$ cat src/rtl/core_sequencer.sv
// Multi-cycle commit sequencer: gates PC/regfile, holds instructions across mem/mul handshakes, freezes on HALT.
// Strobes are combinational (Mealy). Wait states hold pc_en low until ack/done or timeout into FAULT.
module core_sequencer #(
  parameter int CNT_W   = 32,
  parameter int TIMEOUT = 255,
  parameter int TO_W    = 8
) (
  input  logic             clk,
  input  logic             rst,
  input  logic             start,
  input  logic [5:0]       alu_control,
  input  logic             reg_write,
  input  logic             mem_to_reg,
  input  logic             mem_write,
  input  logic             done,
  input  logic             mem_ack,
  input  logic             mul_done,
  output logic             pc_en,
  output logic             reg_we,
  output logic             mem_req,
  output logic             mem_we,
  output logic             mul_start,
  output logic             busy,
  output logic             halted,
  output logic             fault,
  output logic [CNT_W-1:0] cycle_count,
  output logic [CNT_W-1:0] instr_count
);

  localparam logic [2:0] S_IDLE     = 3'd0;
  localparam logic [2:0] S_EXEC     = 3'd1;
  localparam logic [2:0] S_MEM_WAIT = 3'd2;
  localparam logic [2:0] S_MUL_WAIT = 3'd3;
  localparam logic [2:0] S_HALTED   = 3'd4;
  localparam logic [2:0] S_FAULT    = 3'd5;

  logic [2:0]      state, state_nx;
  logic [TO_W-1:0] wait_cnt;
  logic            mem_we_q;
  logic            commit;
  logic            is_mem, is_mul, timed_out;

  assign is_mem    = mem_to_reg | mem_write;
  assign is_mul    = (alu_control == 6'd4) || (alu_control == 6'd5) || (alu_control == 6'd6);
  assign timed_out = (wait_cnt == TO_W'(TIMEOUT));
  assign busy      = (state == S_EXEC) || (state == S_MEM_WAIT) || (state == S_MUL_WAIT);

  always_comb begin
    state_nx  = state;
    commit    = 1'b0;
    mem_req   = 1'b0;
    mem_we    = 1'b0;
    mul_start = 1'b0;
    case (state)
      S_IDLE: if (start) state_nx = S_EXEC;
      S_EXEC: begin
        // HALT outranks every other op class and never commits.
        if (done) begin
          state_nx = S_HALTED;
        end else if (is_mem) begin
          mem_req = 1'b1;
          mem_we  = mem_write;
          if (mem_ack) commit   = 1'b1;
          else         state_nx = S_MEM_WAIT;
        end else if (is_mul) begin
          mul_start = 1'b1;
          state_nx  = S_MUL_WAIT;
        end else begin
          commit = 1'b1;
        end
      end
      S_MEM_WAIT: begin
        mem_req = 1'b1;
        mem_we  = mem_we_q;
        if (mem_ack) begin
          commit   = 1'b1;
          state_nx = S_EXEC;
        end else if (timed_out) begin
          state_nx = S_FAULT;
        end
      end
      S_MUL_WAIT: begin
        if (mul_done) begin
          commit   = 1'b1;
          state_nx = S_EXEC;
        end else if (timed_out) begin
          state_nx = S_FAULT;
        end
      end
      default: state_nx = state;
    endcase
  end

  assign pc_en  = commit;
  assign reg_we = commit & reg_write;

  always_ff @(posedge clk or posedge rst) begin
    if (rst) begin
      state       <= S_IDLE;
      wait_cnt    <= '0;
      mem_we_q    <= 1'b0;
      halted      <= 1'b0;
      fault       <= 1'b0;
      cycle_count <= '0;
      instr_count <= '0;
    end else begin
      state  <= state_nx;
      halted <= (state_nx == S_HALTED);
      fault  <= (state_nx == S_FAULT);
      // EXEC preloads 1 so the first wait cycle already counts toward the timeout.
      if (state == S_EXEC) begin
        wait_cnt <= TO_W'(1);
        mem_we_q <= mem_write;
      end else if (busy) begin
        wait_cnt <= wait_cnt + TO_W'(1);
      end
      if (busy)   cycle_count <= cycle_count + CNT_W'(1);
      if (commit) instr_count <= instr_count + CNT_W'(1);
    end
  end

endmodule

$ cat config.mk
export PLATFORM = sky130hd
export DESIGN_NAME = core_sequencer
export DESIGN_NICKNAME = d
export VERILOG_FILES = /design/src/rtl/core_sequencer.sv
export SDC_FILE = /design/constraint.sdc
export NUM_CORES = 1
export LEC_CHECK = 0
export ABC_AREA = 1
export BUFFER_PORTS_ARGS = -buffer_cell sky130_fd_sc_hd__buf_2
export CAP_MARGIN = 5
export CORE_AREA = 2 2 126 79
export DETAILED_ROUTE_END_ITERATION = 8
export DIE_AREA = 0 0 128 81
export PLACE_DENSITY = 0.75
export SLEW_MARGIN = 40
export SYNTH_ARGS = -nofsm -noshare
export SYNTH_HDL_FRONTEND = slang
export SYNTH_SLANG_ARGS = --single-unit
$ cat constraint.sdc
create_clock -name clk -period 2.7 [get_ports clk]
set_input_delay 0.54 -clock clk [delete_from_list [all_inputs] [get_ports clk]]
set_output_delay 0.54 -clock clk [all_outputs]
set_load 0.05 [all_outputs]
==> results.md, run 1 <==
- Critical path data required time: 2.16 ns
- Startpoint type of the worst setup path: register
- Average wire per standard cell: 13.3 um
- Vias in the first global route: 4015
- GRT Max-Usage Layer: met1
- CTS-repair resized insts: 0
- Hold/Removal Path Class: primary input to async pin
- Post-placement cell count: 897
- Worst clock skew on the final layout: 0.00752 ns
- Largest net degree at the start of global routing: 45
- Post-route clock period utilization: 87.7%
- Nets in the synthesized netlist: 714
- Effective utilization at floorplan: 50.9%
- Antenna violations before repair: 0
- Number of vias per cell: 5.15
- Utilization after layout: 60.2%
- Boundary Pins: 87
- Fin. max-slew vios: 0
- Die outline area: 10400 sq um
- GR Util met1: 38.3%
- IO buf count: 86
- Register Area: 1950 sq um
- Number of routed nets with antenna violations: 0
- Post-synthesis sequential element count: 78
- M2 GR Usage: 33.1%
- Longest Clk Path Bufs: 2
- Fillers: 890
- Post-detailed-routing wire length: 12200 um
- Data arrival at the endpoint of the critical path: 1.83 ns
- Most repeated cell in the gate-level netlist after synthesis: nand2_1
- Routed vias: 4706
- DP Wirelength: 9050 um
- CP Cell Sequence: nor2_4 > nand2_2 > nor2_4 > nand3_2 > nand2_4 > inv_2 > nor2_1 > buf_2
- TritonCTS Buffers: 9
- CTS clk-pin slew, worst paths: 0.06 ns
- Largest fanout of any net on the critical path: 10
- Synth top cells by count: nand2_1 (302), nor2_1 (122), dfrtp_1 (78)
- Net count reported at finish: 806
- Starting DRC count in detailed routing: 346
- Post-Route Setup TNS: 0 ns
- Pwr Total: 3.96 mW
- Critical path start-end classification: register to output pin
- Run status: finished, final reports clean
- Antenna Diode Count: 0
- RSZ-0062 raised after global routing: no
- Delay of the slowest critical-path stage: 0.50 ns
- Relative slew slack: 55.6%
- Leading register cell type out of synthesis: dfrtp_1
- All-Layer GR Usage: 24.3%
- Post-synthesis cell type count: 31
- Max frequency: 0.422 GHz
- Insertion delay to the later sink of the worst-skew pair: 0.34 ns
- Max-cap viol count: 0
- Number of warnings reported in the yosys synthesis log: 0
- Area Overhead vs Synth: 18.3%
- Hold violation total from the final report: 0
- Number of buffers added to fix hold violations after cts: 0
- CTS tree: built
- Count of flip-flops with a built-in enable after synthesis: 0
- Crit path max-delay cell type: dfrtp_1
- Cell types with the largest area share after synthesis: dfrtp_1 (41%), nand2_1 (24%), nor2_1 (9.6%)
- Top cell type's share of synthesized area: 40.9%
- Post-layout min period: 2.37 ns
- Post-synthesis cell count: 696
- Final cell area excluding filler cells: 5650 sq um
- Sequential cell area fraction in the yosys report: 40.9%
- Post-route DRC violation count: 0
- Standard cell area after detailed placement: 5330 sq um
- Final setup violation count: 0
- Rows: 28
- Area of the multi-input gates: 2560 sq um
- Core Footprint: 9390 sq um
- Worst-margin pin slew: 0.665 ns
- Cell with the most instances on the worst path: nor2_4
- Max H-tree Level: 3
- Capturing element type of the critical path: output pin
- Routability-driven placement congestion ratio: 0.994
- Layout cells sized above 1: 16.1%
- Clock sink total: 78
- Share of synthesized registers carrying an async set or reset: 100%
- Buffer cell driving the clock tree root: clkbuf_16
- Die H: 81 um
- Largest area contributor in the netlist: dfrtp_1
- LEAKAGE: 2.76 nW
- Pwr Density: 701 nW/um^2
- Setup repair bufs after CTS: 0
- Total congestion overflow after global routing: 0
- Mean area per synthesized cell: 6.86 sq um
- Wire length of the first global-routing pass: 19800 um
- Maximum vdd drop: 0.406 mV
- Netlist Area Pre-Place: 4780 sq um
- Number of detailed-route iterations in the first pass: 5
- Met3 usage: 5.20%
- Die Span X: 128 um
- Number of cells in the finished layout apart from fillers: 913
-- cells in the final DEF, fill, tap and decap left out, types with 3 or more instances in the layout --
master and n:
a21oi_1 5, o21ai_0 14, xnor2_1 13, buf_2 86
nand3b_1 27, clkinv_2 3, nor2_1 122, clkbuf_16 9
ha_1 3, nor3_1 5, xor2_1 18, nand4_1 9
nor2_4 4, nand2_2 3, buf_4 4, dfrtp_1 78
inv_2 4, nand3_1 15, nand2_1 302, nor2_2 3
inv_1 46
-- final timing paths --
path                              from              to  slack (ns)  depth (start not counted)
hold reg to reg            wait_cnt[4]     wait_cnt[4]        0.51                          1
min in group clk             mem_write        mem_we_q        0.47                          3
setup / recovery              state[2]          reg_we        0.33                          8
setup reg to reg              state[2]  instr_count[8]        0.90                          9
hold / removal                     rst  instr_count[1]        0.27                          2
max in group asynchronous          rst     wait_cnt[7]        1.77                          3
-- state kept, by name (all words and copies together) (netlist names) --
name / count
cycle_count: 32
fault: 1
halted: 1
instr_count: 32
mem_we_q: 1
state: 3
wait_cnt: 8
-- layer usage --
layer / part of all wire (%) / wire (um)
met1: 52 / 6350
met2: 39 / 4710
met3: 8.6 / 1040
met4: 0.71 / 87
met5: 0 / 0
-- worst max-delay path: cells and delay by family (launching register included) --
family	cells	cell delay [ns]
flip-flops	1	0.50
buffers and inverters	2	0.31
AND/OR/NAND/NOR	6	0.69
-- final cells by class --
type	instances	area share (%)
Multi-Input combinational cell	557	45.3
Sequential cell	78	34.6
Timing Repair Buffer	91	8.50
Clock buffer	12	4.36
Inverter	51	3.41
Tap cell	120	2.66
Clock inverter	4	1.24
-- logic make-up (layout without fill, tap and decap cells) --
group	Yosys count	after routing	synth area share [%]
and+or+nand+nor	498	498	44.1
buffers and inverters	61	158	5.60
xor gates and xnor gates	31	31	5.68
DFF	78	78	40.9
AOI/OAI and AO/OA	25	25	2.99
adders and majority gates	3	3	0.786
-- through the flow --
stage / hold slack (ns) / worst slack (ns)
finish: 0.271 / 0.333
global route: 0.322 / 0.141
CTS: 0.284 / 0.323
detailed placement: 0.503 / 0.521
global placement: 0.500 / 0.599
floorplan: 0.475 / 0.165
-- where the power goes --
part	total (mW)	switching (mW)	internal [mW]	leakage [nW]
combinational	1.13	0.846	0.287	1.55
sequential	1.51	0.192	1.32	1.06
clock	1.31	0.481	0.833	0.157
(Power assumes the default switching activity.)
==> run 2: changes to the inputs <==
- CORE_AREA: 2 2 126 79 -> 2 2 164 102
- DIE_AREA: 0 0 128 81 -> 0 0 166 104
- PLACE_DENSITY: 0.75 -> unset
==> results.md, run 2 (synthesis gave the netlist of run 1 again) <==
- Critical path start-end classification: register to output pin
- Post-Route Setup TNS: 0 ns (unchanged)
- Buffer cell driving the clock tree root: clkbuf_16
- Post-detailed-routing wire length: 12900 um (+6.2%)
- Startpoint type of the worst setup path: register
- Setup repair bufs after CTS: 0 (unchanged)
- Most common library cell in the layout ignoring fill and taps: nand2_1
- Max frequency: 0.424 GHz (+0.31%)
- Wire length of the first global-routing pass: 21400 um (+8.5%)
- Post-layout min period: 2.36 ns (-0.00734 ns)
- Effective utilization at floorplan: 30.2% (-21 points)
- Antenna Diode Count: 0 (unchanged)
- CTS clk-pin slew, worst paths: 0.06 ns (about the same)
- Average wire per standard cell: 12.9 um (-3.1%)
- RSZ-0062 raised after global routing: no
- Pwr Density: 676 nW/um^2 (-3.5%)
- Setup slack of the critical path after layout: 0.340 ns (+0.00734 ns)
- IO buf count: 86 (unchanged)
- Vias in the first global route: 4041 (+0.65%)
- LEAKAGE: 2.75 nW (-0.36%)
- Cells on worst reg2reg path: 8 (-1)
- Antenna violations before repair: 0 (unchanged)
- Fin. max-slew vios: 0 (unchanged)
- Largest net degree at the start of global routing: 47 (+4.4%)
- Largest fanout of any net on the critical path: 8 (-2)
- All-Layer GR Usage: 15.4% (-8.9 points)
- CTS-repair resized insts: 0 (unchanged)
- Clock sink total: 78 (unchanged)
- Boundary Pins: 87 (unchanged)
- Routed vias: 4625 (-1.7%)
- Fillers: 1690 (+90%)
- TritonCTS Buffers: 9 (unchanged)
- Die Span X: 166 um (+30%)
- Core Footprint: 15800 sq um (+68%)
- Die outline area: 17300 sq um (+67%)
- Data arrival at the endpoint of the critical path: 1.82 ns (about the same)
- Number of detailed-route iterations in the first pass: 5 (unchanged)
- Longest Clk Path Bufs: 2 (unchanged)
- Final setup violation count: 0 (unchanged)
- Net count reported at finish: 805 (-0.12%)
- Starting DRC count in detailed routing: 385 (+11%)
- Post-route clock period utilization: 87.4% (-0.27 points)
- Critical path data required time: 2.16 ns (about the same)
- Routability-driven placement congestion ratio: 0.923 (-7.1%)
- Minimum setup slack after placement: 0.624 ns (+0.103 ns)
- Worst clock skew on the final layout: 0.00636 ns (-0.00116 ns)
- Maximum vdd drop: 0.306 mV (-25%)
- Area Overhead vs Synth: 20.3%
- Run status: finished, final reports clean
- Max H-tree Level: 3 (unchanged)
- Number of routed nets with antenna violations: 0 (unchanged)
- Regs by FF count: cycle_count (32), instr_count (32), wait_cnt (8)
- CTS tree: built
- Worst-margin pin slew: 0.638 ns (-0.0267 ns)
- Insertion delay to the later sink of the worst-skew pair: 0.33 ns (about the same)
- Rows: 36 (+29%)
- Layout cells sized above 1: 16.3% (+0.15 points)
- Relative slew slack: 57.4% (+1.8 points)
- Max-cap viol count: 0 (unchanged)
- Hold/Removal Path Class: primary input to async pin
- Post-route DRC violation count: 0 (unchanged)
- Number of buffers added to fix hold violations after cts: 0 (unchanged)
- Total congestion overflow after global routing: 0 (unchanged)
- Top library cells by usage in the layout, fill and taps aside: nand2_1 (302), nor2_1 (122), buf_2 (86)
- Hold violation total from the final report: 0 (unchanged)
- Die H: 104 um (+28%)
- DP Wirelength: 9980 um (+10%)
- Number of vias per cell: 4.62 (-10%)
- Capturing element type of the critical path: output pin
## run 2: cell type report
class / count / area, sq um / share of cell area (%)
clock buffers: 11 / 253 / 4.40
clock inverters: 5 / 56.3 / 0.980
inverters: 51 / 193 / 3.35
multi-input cells: 557 / 2560 / 44.5
flip-flops and latches: 78 / 1950 / 34.0
well taps: 209 / 262 / 4.55
repair buffers: 90 / 473 / 8.23
## run 2: per-stage QoR
| step | area [sq um] | hold slack (ns) | cells | power (mW) | utilization (%) |
|---|---|---|---|---|---|
| floorplan | 4780 | 0.475 | 696 | 2.38 | - |
| global placement | 5440 | 0.502 | 985 | 2.66 | 34.4 |
| detailed placement | 5440 | 0.508 | 985 | 2.66 | 34.4 |
| CTS | 5750 | 0.288 | 1001 | 3.95 | 36.3 |
| global route | 5750 | 0.320 | 1001 | 4.15 | 36.3 |
| finish | 5750 | 0.269 | 1001 | 3.89 | 36.3 |
## run 2: path summary, 6_finish.rpt
kind / end / slack (ns) / from
max in group asynchronous: wait_cnt[3] / 1.76 / rst
worst min register to register: wait_cnt[4] / 0.51 / wait_cnt[4]
worst max-delay path: mem_we / 0.34 / state[2]
worst max register to register: cycle_count[9] / 0.82 / state[2]
min in group clk: mem_we_q / 0.45 / mem_write
worst min-delay path: instr_count[11] / 0.27 / rst
## run 2: critical path: stages (launching register included)
cell,delay [ns]
dfrtp_1,0.50
inv_2,0.14
nand2_1,0.08
nor2_1,0.26
nand2_1,0.11
o22ai_1,0.12
buf_2,0.28
## run 2: report_power, final
part	switching [mW]	internal, mW	leakage (nW)
combinational	0.842	0.281	1.55
sequential	0.188	1.32	1.06
clock	0.488	0.767	0.152
## run 2: routing by layer
| metal | GRT usage [%] | share of wire (%) | wire, um | up-vias |
|---|---|---|---|---|
| met5 | 0 | 0 | 0 | - |
| met4 | 2.42 | 0.47 | 61 | 0 |
| met3 | 4.11 | 7.7 | 999 | 6 |
| met2 | 18.5 | 35 | 4520 | 139 |
| met1 | 26.2 | 57 | 7370 | 2131 |
| li1 | - | - | - | 2349 |
==> run 3: changes to the inputs <==
- RECOVER_POWER: unset -> 50
==> results.md, run 3 (synthesis gave the netlist of run 1 again) <==
- Run status: finished, violations left
- Violated checks: max-capacitance violations, max-slew violations
- TritonCTS Buffers: 9 (unchanged)
- Antenna Diode Count: 0 (unchanged)
- Longest Clk Path Bufs: 2 (unchanged)
- Regs by FF count: cycle_count (32), instr_count (32), wait_cnt (8)
- Worst-margin pin slew: 1.56 ns (+0.925 ns)
- Fin. max-slew vios: 34 (+34)
- Number of detailed-route iterations in the first pass: 5 (unchanged)
- Depth of the worst hold-timing path: 3
- Average wire per standard cell: 12.9 um (-0.22%)
- Worst clock skew on the final layout: 0.00624 ns (-0.000119 ns)
- Starting DRC count in detailed routing: 360 (-6.5%)
- Fin Hold WS: 0.453 ns (+0.184 ns)
- Post-Route Setup TNS: 0 ns (unchanged)
- Final cell area excluding filler cells: 5700 sq um (-0.74%)
- Clock sink total: 78 (unchanged)
- Startpoint of the worst-slack reg-to-reg timing path: state[2]
- Startpoint of the most critical hold path: mem_write
- Buffer cell driving the clock tree root: clkbuf_16
- Antenna violations before repair: 0 (unchanged)
- Top library cells by usage in the layout, fill and taps aside: nand2_1 (303), nor2_1 (122), dfrtp_1 (78)
- Rows: 36 (unchanged)
- R2r endpoint: cycle_count[9]
- Capturing element type of the critical path: output pin
- Routed metal-1 wire length: 7290 um (-1.0%)
- Pwr Total: 3.87 mW (-0.50%)
- Topmost layer with routed signal wires: met4
- Final setup violation count: 0 (unchanged)
- DP Wirelength: 9980 um (unchanged)
- Max frequency: 0.419 GHz (-1.2%)
- LEAKAGE: 2.66 nW (-3.5%)
- Layout cells sized above 1: 13.3% (-3.0 points)
- Post-route DRC violation count: 0 (unchanged)
- CTS tree: built
- Routability-driven placement congestion ratio: 0.923 (unchanged)
- Hold/Removal Path Class: primary input to register
- Effective utilization at floorplan: 30.2% (unchanged)
- Cells on worst reg2reg path: 8 (unchanged)
- Max H-tree Level: 3 (unchanged)
- Max-cap viol count: 1 (+1)
- CTS clk-pin slew, worst paths: 0.06 ns (about the same)
- Boundary Pins: 87 (unchanged)
- CTS-repair resized insts: 0 (unchanged)
- Number of vias per cell: 4.59 (-0.63%)
- Setup repair bufs after CTS: 0 (unchanged)
- Met3 routed wirelength: 1060 um (+6.3%)
- Core Footprint: 15800 sq um (unchanged)
- Insertion delay to the later sink of the worst-skew pair: 0.33 ns (about the same)
- Total congestion overflow after global routing: 0 (unchanged)
- Standard cell area after detailed placement: 5440 sq um (unchanged)
- Die H: 104 um (unchanged)
- Wire length of the first global-routing pass: 21400 um (unchanged)
- Area Overhead vs Synth: 19.4%
- Critical path start-end classification: register to output pin
- Data arrival at the endpoint of the critical path: 1.85 ns (+0.03 ns)
- Number of buffers added to fix hold violations after cts: 0 (unchanged)
- Die Span X: 166 um (unchanged)
- Setup slack of the critical path after layout: 0.311 ns (-0.0291 ns)
- Hold violation total from the final report: 0 (unchanged)
- Post-detailed-routing wire length: 12900 um (-0.22%)
- Reg-to-reg setup timing slack: 0.80 ns (-0.02 ns)
- Pwr Density: 678 nW/um^2 (+0.24%)
- Number of routed nets with antenna violations: 0 (unchanged)
- Critical path data required time: 2.16 ns (about the same)
- Largest fanout of any net on the critical path: 8 (unchanged)
- Capture endpoint of the worst hold path: mem_we_q
- Vias in the first global route: 4041 (unchanged)
- Post-layout min period: 2.39 ns (+0.0291 ns)
- All-Layer GR Usage: 15.4% (unchanged)
- Maximum vdd drop: 0.306 mV (about the same)
- Most common library cell in the layout ignoring fill and taps: nand2_1
- Largest net degree at the start of global routing: 47 (unchanged)
- Post-route clock period utilization: 88.5% (+1.1 points)
- Routed vias: 4596 (-0.63%)
- Startpoint type of the worst setup path: register
- Die outline area: 17300 sq um (unchanged)
- IO buf count: 86 (unchanged)
- Met2 wire length: 4500 um (-0.49%)
- Net count reported at finish: 805 (unchanged)
- Relative slew slack: -4.83% (-62 points)
- RSZ-0062 raised after global routing: no
- Minimum setup slack after placement: 0.624 ns (unchanged)
- Fillers: 1706 (+0.95%)
[run 3: how the worst max path moves through the flow]
stage / start / end / slack [ns] / cells past startpoint
finish: state[2] / mem_we / 0.31 / 6
global route: state[2] / mem_we / 0.18 / 6
CTS: state[2] / mem_we / 0.34 / 6
detailed placement: mem_write / reg_we / 0.62 / 9
global placement: mem_write / reg_we / 0.63 / 9
floorplan: rst / cycle_count[0] / 0.16 / 1
[run 3: cell type report]
type / instances / area [sq um] / share of cell area (%)
multi-input combinational: 557 / 2550 / 44.8
sequential: 78 / 1950 / 34.2
timing repair buffer: 90 / 433 / 7.59
tap: 209 / 262 / 4.59
clock buffer: 11 / 253 / 4.43
inverter: 51 / 193 / 3.38
clock inverter: 5 / 56.3 / 0.987
[run 3: routing by layer]
layer	vias to the layer above	GRT usage, %
met5	-	0
met4	0	2.42
met3	8	4.11
met2	135	18.5
met1	2100	26.2
li1	2353	-
[run 3: report_power, final]
part           leakage [nW]  internal, mW  switching (mW)
Sequential             1.06          1.32           0.188
Clock                 0.152         0.767           0.488
Combinational          1.45         0.263           0.840
[run 3: per-stage QoR]
step,cells,utilization [%]
after floorplan,696,-
after global placement,985,34.4
after detailed placement,985,34.4
after CTS,1001,36.3
after global routing,1001,36.1
final,1001,36.1
[run 3: worst max-delay path: stages, from the launching register on]
cell     delay (ns)
dfrtp_1        0.49
inv_1          0.17
nand2_1        0.09
nor2_1         0.26
nand2_1        0.11
o22ai_1        0.12
buf_2          0.28
